**src/rtl/muldiv_exec_unit.sv**
```systemverilog
// Iterative RV32M multiply/divide execute unit with valid/ready handshakes.
// Optional early-out for trivial operands: define MULDIV_EARLY_OUT_EN.
module muldiv_exec_unit #(
    parameter int unsigned XLEN  = 32,
    parameter int unsigned CNT_W = 6
) (
    input  logic            clk,
    input  logic            reset_n,
    input  logic            flush,
    input  logic            in_valid,
    output logic            in_ready,
    input  logic [3:0]      alu_ctrl,
    input  logic            func7_0,
    input  logic [XLEN-1:0] op_a,
    input  logic [XLEN-1:0] op_b,
    output logic            out_valid,
    input  logic            out_ready,
    output logic [XLEN-1:0] result
);

    typedef enum logic [1:0] {StIdle, StBusy, StDone} state_e;

    state_e                r_state;
    state_e                w_state_next;
    logic [2:0]            r_func3;
    logic [XLEN-1:0]       r_mcand;
    logic [2*XLEN-1:0]     r_acc;
    logic [XLEN-1:0]       r_rem;
    logic                  r_neg;
    logic                  r_div0;
    logic [CNT_W-1:0]      r_cnt;
    logic [XLEN-1:0]       r_result;

    logic                  w_unused_ctrl;
    logic                  w_accept;
    logic                  w_finish;
    logic                  w_a_signed;
    logic                  w_b_signed;
    logic                  w_sa;
    logic                  w_sb;
    logic [XLEN-1:0]       w_mag_a;
    logic [XLEN-1:0]       w_mag_b;
    logic                  w_neg;
    logic                  w_early;
    logic [XLEN-1:0]       w_early_val;
    logic [XLEN-1:0]       w_addend;
    logic [XLEN:0]         w_sum;
    logic [2*XLEN-1:0]     w_acc_mul;
    logic [XLEN:0]         w_shift;
    logic [XLEN:0]         w_trial;
    logic                  w_ge;
    logic [XLEN-1:0]       w_rem_next;
    logic [2*XLEN-1:0]     w_prod;
    logic [XLEN-1:0]       w_final;

    // alu_ctrl[3] carries no information for the M-extension ops.
    assign w_unused_ctrl = alu_ctrl[3];

    assign in_ready  = (r_state == StIdle);
    assign out_valid = (r_state == StDone);
    assign result    = r_result;

    assign w_accept = in_valid & func7_0 & (r_state == StIdle) & ~flush;
    assign w_finish = (r_state == StBusy) && (r_cnt == CNT_W'(XLEN));

    // Operand signedness: MUL, MULH, DIV, REM are signed x signed; MULHSU signed x unsigned.
    always_comb begin
        w_a_signed = 1'b0;
        w_b_signed = 1'b0;
        case (alu_ctrl[2:0])
            3'b000, 3'b001, 3'b100, 3'b110: begin
                w_a_signed = 1'b1;
                w_b_signed = 1'b1;
            end
            3'b010:  w_a_signed = 1'b1;
            default: ;
        endcase
    end

    assign w_sa    = w_a_signed & op_a[XLEN-1];
    assign w_sb    = w_b_signed & op_b[XLEN-1];
    assign w_mag_a = w_sa ? -op_a : op_a;
    assign w_mag_b = w_sb ? -op_b : op_b;
    // Remainder takes the dividend sign; product and quotient take the XOR.
    assign w_neg   = (alu_ctrl[2] && alu_ctrl[1]) ? w_sa : (w_sa ^ w_sb);

`ifdef MULDIV_EARLY_OUT_EN
    always_comb begin
        w_early     = 1'b0;
        w_early_val = '0;
        if (alu_ctrl[2]) begin
            if (op_b == '0) begin
                w_early     = 1'b1;
                w_early_val = alu_ctrl[1] ? op_a : '1;
            end else if (!alu_ctrl[0] && (op_a == {1'b1, {(XLEN-1){1'b0}}}) && (op_b == '1)) begin
                w_early     = 1'b1;
                w_early_val = alu_ctrl[1] ? '0 : op_a;
            end
        end else if ((op_a == '0) || (op_b == '0)) begin
            w_early = 1'b1;
        end
    end
`else
    assign w_early     = 1'b0;
    assign w_early_val = '0;
`endif

    // Shift-add multiply: r_acc = {partial high, remaining multiplier bits}.
    assign w_addend  = r_acc[0] ? r_mcand : '0;
    assign w_sum     = {1'b0, r_acc[2*XLEN-1:XLEN]} + {1'b0, w_addend};
    assign w_acc_mul = {w_sum, r_acc[XLEN-1:1]};

    // Restoring divide: r_acc[XLEN-1:0] shifts dividend out and quotient in.
    assign w_shift    = {r_rem, r_acc[XLEN-1]};
    assign w_trial    = w_shift - {1'b0, r_mcand};
    assign w_ge       = ~w_trial[XLEN];
    assign w_rem_next = w_ge ? w_trial[XLEN-1:0] : w_shift[XLEN-1:0];

    assign w_prod = r_neg ? -r_acc : r_acc;

    always_comb begin
        w_final = '0;
        if (r_func3[2]) begin
            if (r_func3[1]) begin
                w_final = r_neg ? -r_rem : r_rem;
            end else if (r_div0) begin
                w_final = '1;
            end else begin
                w_final = r_neg ? -r_acc[XLEN-1:0] : r_acc[XLEN-1:0];
            end
        end else if (r_func3[1:0] == 2'b00) begin
            w_final = w_prod[XLEN-1:0];
        end else begin
            w_final = w_prod[2*XLEN-1:XLEN];
        end
    end

    always_comb begin
        w_state_next = r_state;
        case (r_state)
            StIdle: begin
                if (w_accept) begin
                    w_state_next = w_early ? StDone : StBusy;
                end
            end
            StBusy: begin
                if (flush) begin
                    w_state_next = StIdle;
                end else if (w_finish) begin
                    w_state_next = StDone;
                end
            end
            StDone: begin
                if (flush || out_ready) begin
                    w_state_next = StIdle;
                end
            end
            default: w_state_next = StIdle;
        endcase
    end

    always_ff @(posedge clk or negedge reset_n) begin
        if (!reset_n) begin
            r_state <= StIdle;
        end else begin
            r_state <= w_state_next;
        end
    end

    always_ff @(posedge clk or negedge reset_n) begin
        if (!reset_n) begin
            r_func3  <= '0;
            r_mcand  <= '0;
            r_acc    <= '0;
            r_rem    <= '0;
            r_neg    <= 1'b0;
            r_div0   <= 1'b0;
            r_cnt    <= '0;
            r_result <= '0;
        end else if (w_accept) begin
            r_func3 <= alu_ctrl[2:0];
            r_mcand <= alu_ctrl[2] ? w_mag_b : w_mag_a;
            r_acc   <= {{XLEN{1'b0}}, (alu_ctrl[2] ? w_mag_a : w_mag_b)};
            r_rem   <= '0;
            r_neg   <= w_neg;
            r_div0  <= (op_b == '0);
            r_cnt   <= '0;
            if (w_early) begin
                r_result <= w_early_val;
            end
        end else if ((r_state == StBusy) && !flush) begin
            if (w_finish) begin
                r_result <= w_final;
            end else begin
                r_cnt <= r_cnt + 1'b1;
                if (r_func3[2]) begin
                    r_rem            <= w_rem_next;
                    r_acc[XLEN-1:0]  <= {r_acc[XLEN-2:0], w_ge};
                end else begin
                    r_acc <= w_acc_mul;
                end
            end
        end
    end

endmodule

```
**config.mk**
```make
export PLATFORM = sky130hd
export DESIGN_NAME = muldiv_exec_unit
export DESIGN_NICKNAME = d
export VERILOG_FILES = /design/src/rtl/muldiv_exec_unit.sv
export SDC_FILE = /design/constraint.sdc
export NUM_CORES = 1
export LEC_CHECK = 0
export ABC_AREA = 1
export BUFFER_PORTS_ARGS = -buffer_cell sky130_fd_sc_hd__buf_2
export CORE_ASPECT_RATIO = 2
export CORE_UTILIZATION = 40
export CTS_CLUSTER_DIAMETER = 60
export DETAILED_ROUTE_END_ITERATION = 8
export PLACE_DENSITY = 0.63
export SLEW_MARGIN = 20
export SYNTH_ARGS = -nofsm -noshare
export SYNTH_HDL_FRONTEND = slang
export SYNTH_SLANG_ARGS = --single-unit
```
**constraint.sdc**
```tcl
create_clock -name clk -period 2.2 [get_ports clk]
set_input_delay 0.11 -clock clk [delete_from_list [all_inputs] [get_ports clk]]
set_output_delay 0.11 -clock clk [all_outputs]
set_load 0.005 [all_outputs]
```
==> results.md, run 1 <==
- CP arrival: 3270 ps
- Worst skew pair latency: 500 ps
- Synth Area in Simple Gates: 43.5%
- Final #Nets: between 4k and 5k
- Reg-to-Reg Start: r_acc[0]
- Pre-CTS WS: -561 ps
- Slew HR: 52.4%
- Worst IR Drop VDD: about 0.7 mV
- Min-Delay Endpoint: r_div0
- Max_cap viols: 0
- IO buf count: 106
- Largest net degree at the start of global routing: 58
- Mean post-synth cell area: 5.81 um^2
- Core area: approximately 0.046 mm^2
- HP Class: in -> reg
- Cells after Synth: between 3k and 4k
- Fin area: 0.0289 mm^2
- Clock slew at reported path FFs: 90 ps
- First-pass GRT wire length: 152000 um
- Critical path's slowest cell: dfrtp_2
- Max Fclk: 346 MHz
- Clock buffer depth: 2
- Final worst setup slack: -689 ps
- Reg2reg path depth: 14
- EDFF count, synth: 0
- LEAKAGE: 14.9 nW
- Minimum clock period: around 2900 ps
- Post-DRT Antenna Nets: 0
- GPL Wtd Cong: 1.08
- Layout area overhead: 55.9%
- XOR/XNOR Fraction of Synth Area: 3.64%
- Post-synthesis adder-cell area fraction: 4.95%
- Worst Setup Path Type: reg -> reg
- Root buffer cell: clkbuf_16
- Max stage delay on crit path: 480 ps
- Fin Clk Skew: ~26 ps
- Crit path max-delay family: simple AND/OR/NAND/NOR gates
- Gr ovfl total: 0
- # DRC: 15
- TritonCTS clock tree: yes
- Worst path cell trace: buf_6 > buf_12 > nand2_4 > inv_2 > ha_4 > nand2_4 > buf_6 > nor3_4 > buf_4 > nand4_1 > nand3_1 > nand2_1 > nand2_1 > o21ai_1
- Crit path capture type: flop
- R2R Path End: r_acc[50]
- Total track usage: 44.8%
- Detailed-route via count: roughly 25k
- Total wire length: 111000 um
- Register bit total from synthesis: 173
- Initial antenna violation count: 1
- Worst Path Required: 2580 ps
- R2R Setup Slk: -690 ps
- Max-slew violation count: 0
- Ports: 108
- Failing checks: design-rule violations, negative setup slack
- Placed cell area: between 0.02 and 0.025 mm^2
- Main combinational cell family by area after synthesis: simple AND/OR/NAND/NOR gates
- Starting Density: 40.5%
- Cell variety after synth: 56
- Post-DP HPWL: between 70000 and 80000 um
- RSZ-0062 raised after global routing: yes
- H-tree levels: 4
- Synth Area in Compound Gates: 13.0%
- Pre-Repair DR Iteration Count: 9
- DIE WIDTH: 154 um
- Post-Syn Area: between 0.015 and 0.02 mm^2
- Final period util: 131%
- Critical path peak fanout: 7
- Final Setup Violations: 85
- Vias in the first global route: 24.7k
- Slew @ Worst Pin: between 700 and 800 ps
- CP startpoint kind: flop
- Height of the chip: 306 um
- Top FF cell, synth: dfrtp_1
- Seq/Total Area, Yosys: 23.4%
- Wire per inst: 24.9 um
- FFs w/ async S/R, synth: 100%
- Hold path depth: 4
- DRT iter0 DRCs: about 2.4k
- Hold Fails Final Rpt: 0
- Syn_nets: 3334
- Die area: roughly 0.047 mm^2
- Layout cells sized above 1: 37.0%
- Fillcell total: 4184
- Post-synthesis mux area share: 0%
- Warning count from the yosys run: 0
- Buf+Inv Stages, Crit Path: 5
- Pwr Density: 1080 mW/mm^2
- Worst Hold Launch: op_b[29]
- Routed vias/inst: ~5.7
- Clock buffer count from CTS: 17
- Std cell rows: 111
- Status: complete, but fails checks
- Sink Count: 173
## cells in the mapped netlist, types with 18 or more instances
library cell / n / area share, %
o21ai_0: 161 / 4.4
clkbuf_1: 26 / 0.53
nor2_1: 344 / 7.0
nand2_1: 1101 / 22
xnor2_1: 32 / 1.5
a21oi_1: 137 / 3.7
ha_1: 70 / 4.7
nand4_1: 42 / 1.4
o211ai_1: 27 / 1.1
buf_2: 42 / 1.1
inv_1: 412 / 8.4
nand3_1: 345 / 9.3
nor3_1: 21 / 0.57
dfrtp_1: 173 / 23
a221oi_1: 18 / 0.85
xor2_1: 45 / 2.1
## worst reg2reg max path, delay by kind of cell, from the launching register on
kind	cells	cell delay (ps)
compound gates	1	60
fa+ha+maj	1	400
buf+inv	5	650
flops	1	480
simple gates	7	1180
## cell usage in the layout, fill, tap and decap left out, drive strengths merged, types with 5 or more instances in the layout
cell type,instances
o21a,7
nand2,1121
nand4,44
o21bai,5
nor2,359
xnor2,32
o211ai,27
buf,743
diode,5
clkbuf,23
dfrtp,173
a22oi,11
clkinvlp,11
or2,5
xor2,45
o22ai,10
a221oi,18
a21oi,139
clkinv,10
ha,70
nand3,346
dlygate4sd3,16
o21ai,181
nand3b,14
nor3,22
inv,421
o221ai,8
## cells by family (layout without fill, tap and decap cells)
family,count (synthesis),count (layout)
simple gates,1919,1919
buf+inv,524,1224
compound gates,423,423
flops,173,173
xor+xnor,77,77
fa+ha+maj,72,72
other cells,0,5
## stage by stage
step	total power [mW]	hold slack (ps)	std cells	setup TNS [ps]	utilization, %
after floorplan	11.8	-186	3188	-2430	-
after global placement	20.6	149	4306	-32250	51.5
after detailed placement	20.6	149	4306	-32100	51.5
after CTS	26.6	0.742	4402	-9150	57.8
after global routing	32.2	27.2	4453	-28420	63.2
final	31.1	10.5	4458	-21990	63.2
## state kept, by name (all words and copies together), names as in the netlist
name	cells
r_state	2
r_acc	64
r_neg	1
r_func3	3
r_mcand	32
r_cnt	6
result	32
r_rem	32
r_div0	1
## power by group
group	leakage [nW]	internal (mW)	switching (mW)	total, mW
Combinational	12.4	9.01	13.6	22.6
Clock	0.294	1.57	1.72	3.28
Sequential	2.20	3.91	1.34	5.25
## worst max-delay path by stage
stage | startpoint | end | slack (ps) | depth (start not counted)
global route | r_acc[0] | r_acc[50] | -680 | 14
floorplan | r_acc[31] | r_rem[12] | -80 | 18
detailed placement | r_acc[0] | r_acc[44] | -560 | 11
finish | r_acc[0] | r_acc[50] | -690 | 14
CTS | r_mcand[0] | r_rem[9] | -240 | 18
global placement | r_acc[0] | r_acc[40] | -610 | 11
## layout make-up
cell class | instances | area [um^2] | area share, %
multi-input combinational | 2491 | 15400 | 53.4
clock buffer | 18 | 439 | 1.52
tap | 565 | 707 | 2.45
antenna | 5 | 12.5 | 0.0433
inverter | 428 | 1670 | 5.80
sequential | 173 | 4360 | 15.1
clock inverter | 14 | 166 | 0.576
timing repair buffer | 764 | 6110 | 21.2
## routing by layer
layer | wire length (um) | vias up | GRT usage (%)
met3 | 10600 | 679 | 12.1
li1 | - | 11618 | -
met5 | 137 | - | 0.741
met1 | 33800 | 11790 | 41.3
met4 | 16300 | 4 | 50.5
met2 | 50300 | 1350 | 75.1
## repair_timing
action / 4_1_cts / 5_1_grt
hold endpoints to repair: 61 / 0
setup endpoints to repair: 95 / 113
gates resized for setup: 457 / 497
setup buffers: 51 / 61
cloned: 3 / 6
hold buffers: 16 / 0
pin swaps: 99 / 207
Power figures use the tool's default switching activity.
==> run 2, diff against run 1 <==
==> constraint.sdc (replaced) <==
create_clock -name clk -period 2.2 [get_ports clk]
set_input_delay 0.66 -clock clk [delete_from_list [all_inputs] [get_ports clk]]
set_output_delay 0.66 -clock clk [all_outputs]
set_load 0.005 [all_outputs]
==> results.md, run 2 (synthesized netlist as in run 1, its figures left out) <==
- Slew HR: 47.2% (-5.2 points)
- Max Fclk: 368 MHz (+6.3%)
- Largest net degree at the start of global routing: 76 (+31%)
- IO buf count: 106 (unchanged)
- Fin cells: 4479 (+0.47%)
- Root buffer cell: clkbuf_16
- Post-DP HPWL: 77500 um (-2.7%)
- Most flop-heavy register: r_acc
- Die area: 0.0472 mm^2 (unchanged)
- Sink Count: 173 (unchanged)
- Critical path's slowest cell: dfrtp_2
- DIE WIDTH: 154 um (unchanged)
- DRT iter0 DRCs: 1847 (-24%)
- H-tree levels: 4 (unchanged)
- Worst IR Drop VDD: 0.687 mV (-3.1%)
- Detailed-route via count: 25.0k (-1.8%)
- Wire per inst: 22.9 um (-8.3%)
- Worst path cell trace: buf_4 > buf_6 > nand2_4 > inv_2 > ha_4 > fa_2 > nand2_4 > nand2_2 > o21a_4 > nand2_2 > nand2_2 > nand2_2 > nand2_4 > buf_4 > buf_6 > a21oi_1 > o21ai_1 > o21ai_1
- Critical path peak fanout: 4 (-3)
- CP startpoint kind: flop
- TritonCTS clock tree: yes
- Post-DRT Antenna Nets: 0 (unchanged)
- LEAKAGE: 15.0 nW (+0.93%)
- Register area: 0.00434 mm^2 (-0.32%)
- Worst Setup Path Type: reg -> reg
- Fillcell total: 4314 (+3.1%)
- Max_cap viols: 0 (unchanged)
- Routed vias/inst: 5.58 (-2.3%)
- Layout cells sized above 1: 36.2% (-0.83 points)
- Cell mode on critical path: nand2_2
- Pwr Density: 1050 mW/mm^2 (-3.0%)
- Final #Nets: 4041 (+0.50%)
- Crit path capture type: flop
- Gr ovfl total: 0 (unchanged)
- Clock buffer count from CTS: 17 (unchanged)
- Placed cell count: 4366 (+1.4%)
- Pre-Repair DR Iteration Count: 6 (-3)
- Final Setup Violations: 91 (+7.1%)
- HP Class: in -> async
- Clock slew at reported path FFs: 70 ps (-20 ps)
- Failing checks: negative setup slack
- Height of the chip: 306 um (unchanged)
- Core area: 0.0457 mm^2 (unchanged)
- First-pass GRT wire length: 144000 um (-5.4%)
- Slew @ Worst Pin: 789 ps (+81.3 ps)
- Max-slew violation count: 0 (unchanged)
- Status: complete, but fails checks
- Multi-input gate area: 0.0151 mm^2 (-2.1%)
- Fin Clk Skew: 14.5 ps (-11.2 ps)
- Initial antenna violation count: 5 (+4)
- Clock buffer depth: 2 (unchanged)
- Max stage delay on crit path: 480 ps (about the same)
- Minimum clock period: 2720 ps (-171 ps)
- Worst Path Required: 2600 ps (+20 ps)
- Final period util: 124% (-7.8 points)
- Vias in the first global route: 24.3k (-1.8%)
- Starting Density: 40.5% (unchanged)
- CP arrival: 3110 ps (-160 ps)
- Total track usage: 42.0% (-2.7 points)
- RSZ-0062 raised after global routing: yes
- Most frequent cells in the layout: nand2_1, buf_4, inv_1, nor2_1, nand3_1
- Post-layout util: 62.7% (-0.44 points)
- R2R Setup Slk: -520 ps (+170 ps)
- Setup TNS: -26340 ps (-4350 ps)
- Ports: 108 (unchanged)
- Final worst setup slack: -518 ps (+171 ps)
- Overall Power: 30.0 mW (-3.6%)
- Worst skew pair latency: 490 ps (about the same)
- GPL Wtd Cong: 1.08 (+0.46%)
- Hold Fails Final Rpt: 0 (unchanged)
- Final Hold Slack: 138 ps (+128 ps)
- Total wire length: 102000 um (-7.9%)
- Std cell rows: 111 (unchanged)
- Max reg flops: 64 (unchanged)
- Commonest non-fill, non-tap cell in the layout: nand2_1
- Layout area overhead: 54.9%
- # DRC: 0 (-15)
run 2: cell type report:
cell class                      instances  area share, %
Clock inverter                         12          0.519
Inverter                              428           5.80
Tap cell                              565           2.47
Antenna cell                            6         0.0524
Sequential cell                       173           15.1
Timing Repair Buffer                  784           21.8
Multi-Input combinational cell       2491           52.6
Clock buffer                           20           1.56
run 2: per-layer routing:
metal | track usage [%] | part of all wire [%]
met1 | 39.3 | 31
met2 | 72.4 | 47
met3 | 8.76 | 7.2
met4 | 46.5 | 14
met5 | 0 | 0
run 2: worst paths after layout:
path,from,end,cells after the start
max,r_mcand[0],r_acc[43],18
min,reset_n,r_state[1],1
max reg2reg,r_mcand[0],r_acc[43],18
min reg2reg,result[8],result[8],2
max in group asynchronous,reset_n,result[17],2
min in group clk,out_ready,r_state[1],2
run 2: stage by stage:
stage          cell area, um^2  setup slack, ps
2_1_floorplan            18500            -79.8
3_3_place_gp             24100             -467
3_5_place_dp             24100             -505
4_1_cts                  26300             -343
5_1_grt                  28700             -628
6_report                 28700             -518
run 2: worst max-delay path: cells and delay by family, from the launching register on:
family / cells / cell delay (ps)
compound gates: 4 / 500
fa+ha+maj: 2 / 560
buf+inv: 5 / 580
flops: 1 / 480
simple gates: 7 / 510
run 2: timing repair:
action	4_1_cts	5_1_grt
cloned	4	0
hold buffers	0	0
endpoints found under the setup margin	87	96
gates resized for setup	366	496
setup buffers	19	59
pin swaps	54	200
run 2: power by group:
part	internal [mW]	switching (mW)
Clock	1.74	1.52
Sequential	3.90	1.30
Combinational	8.87	12.7
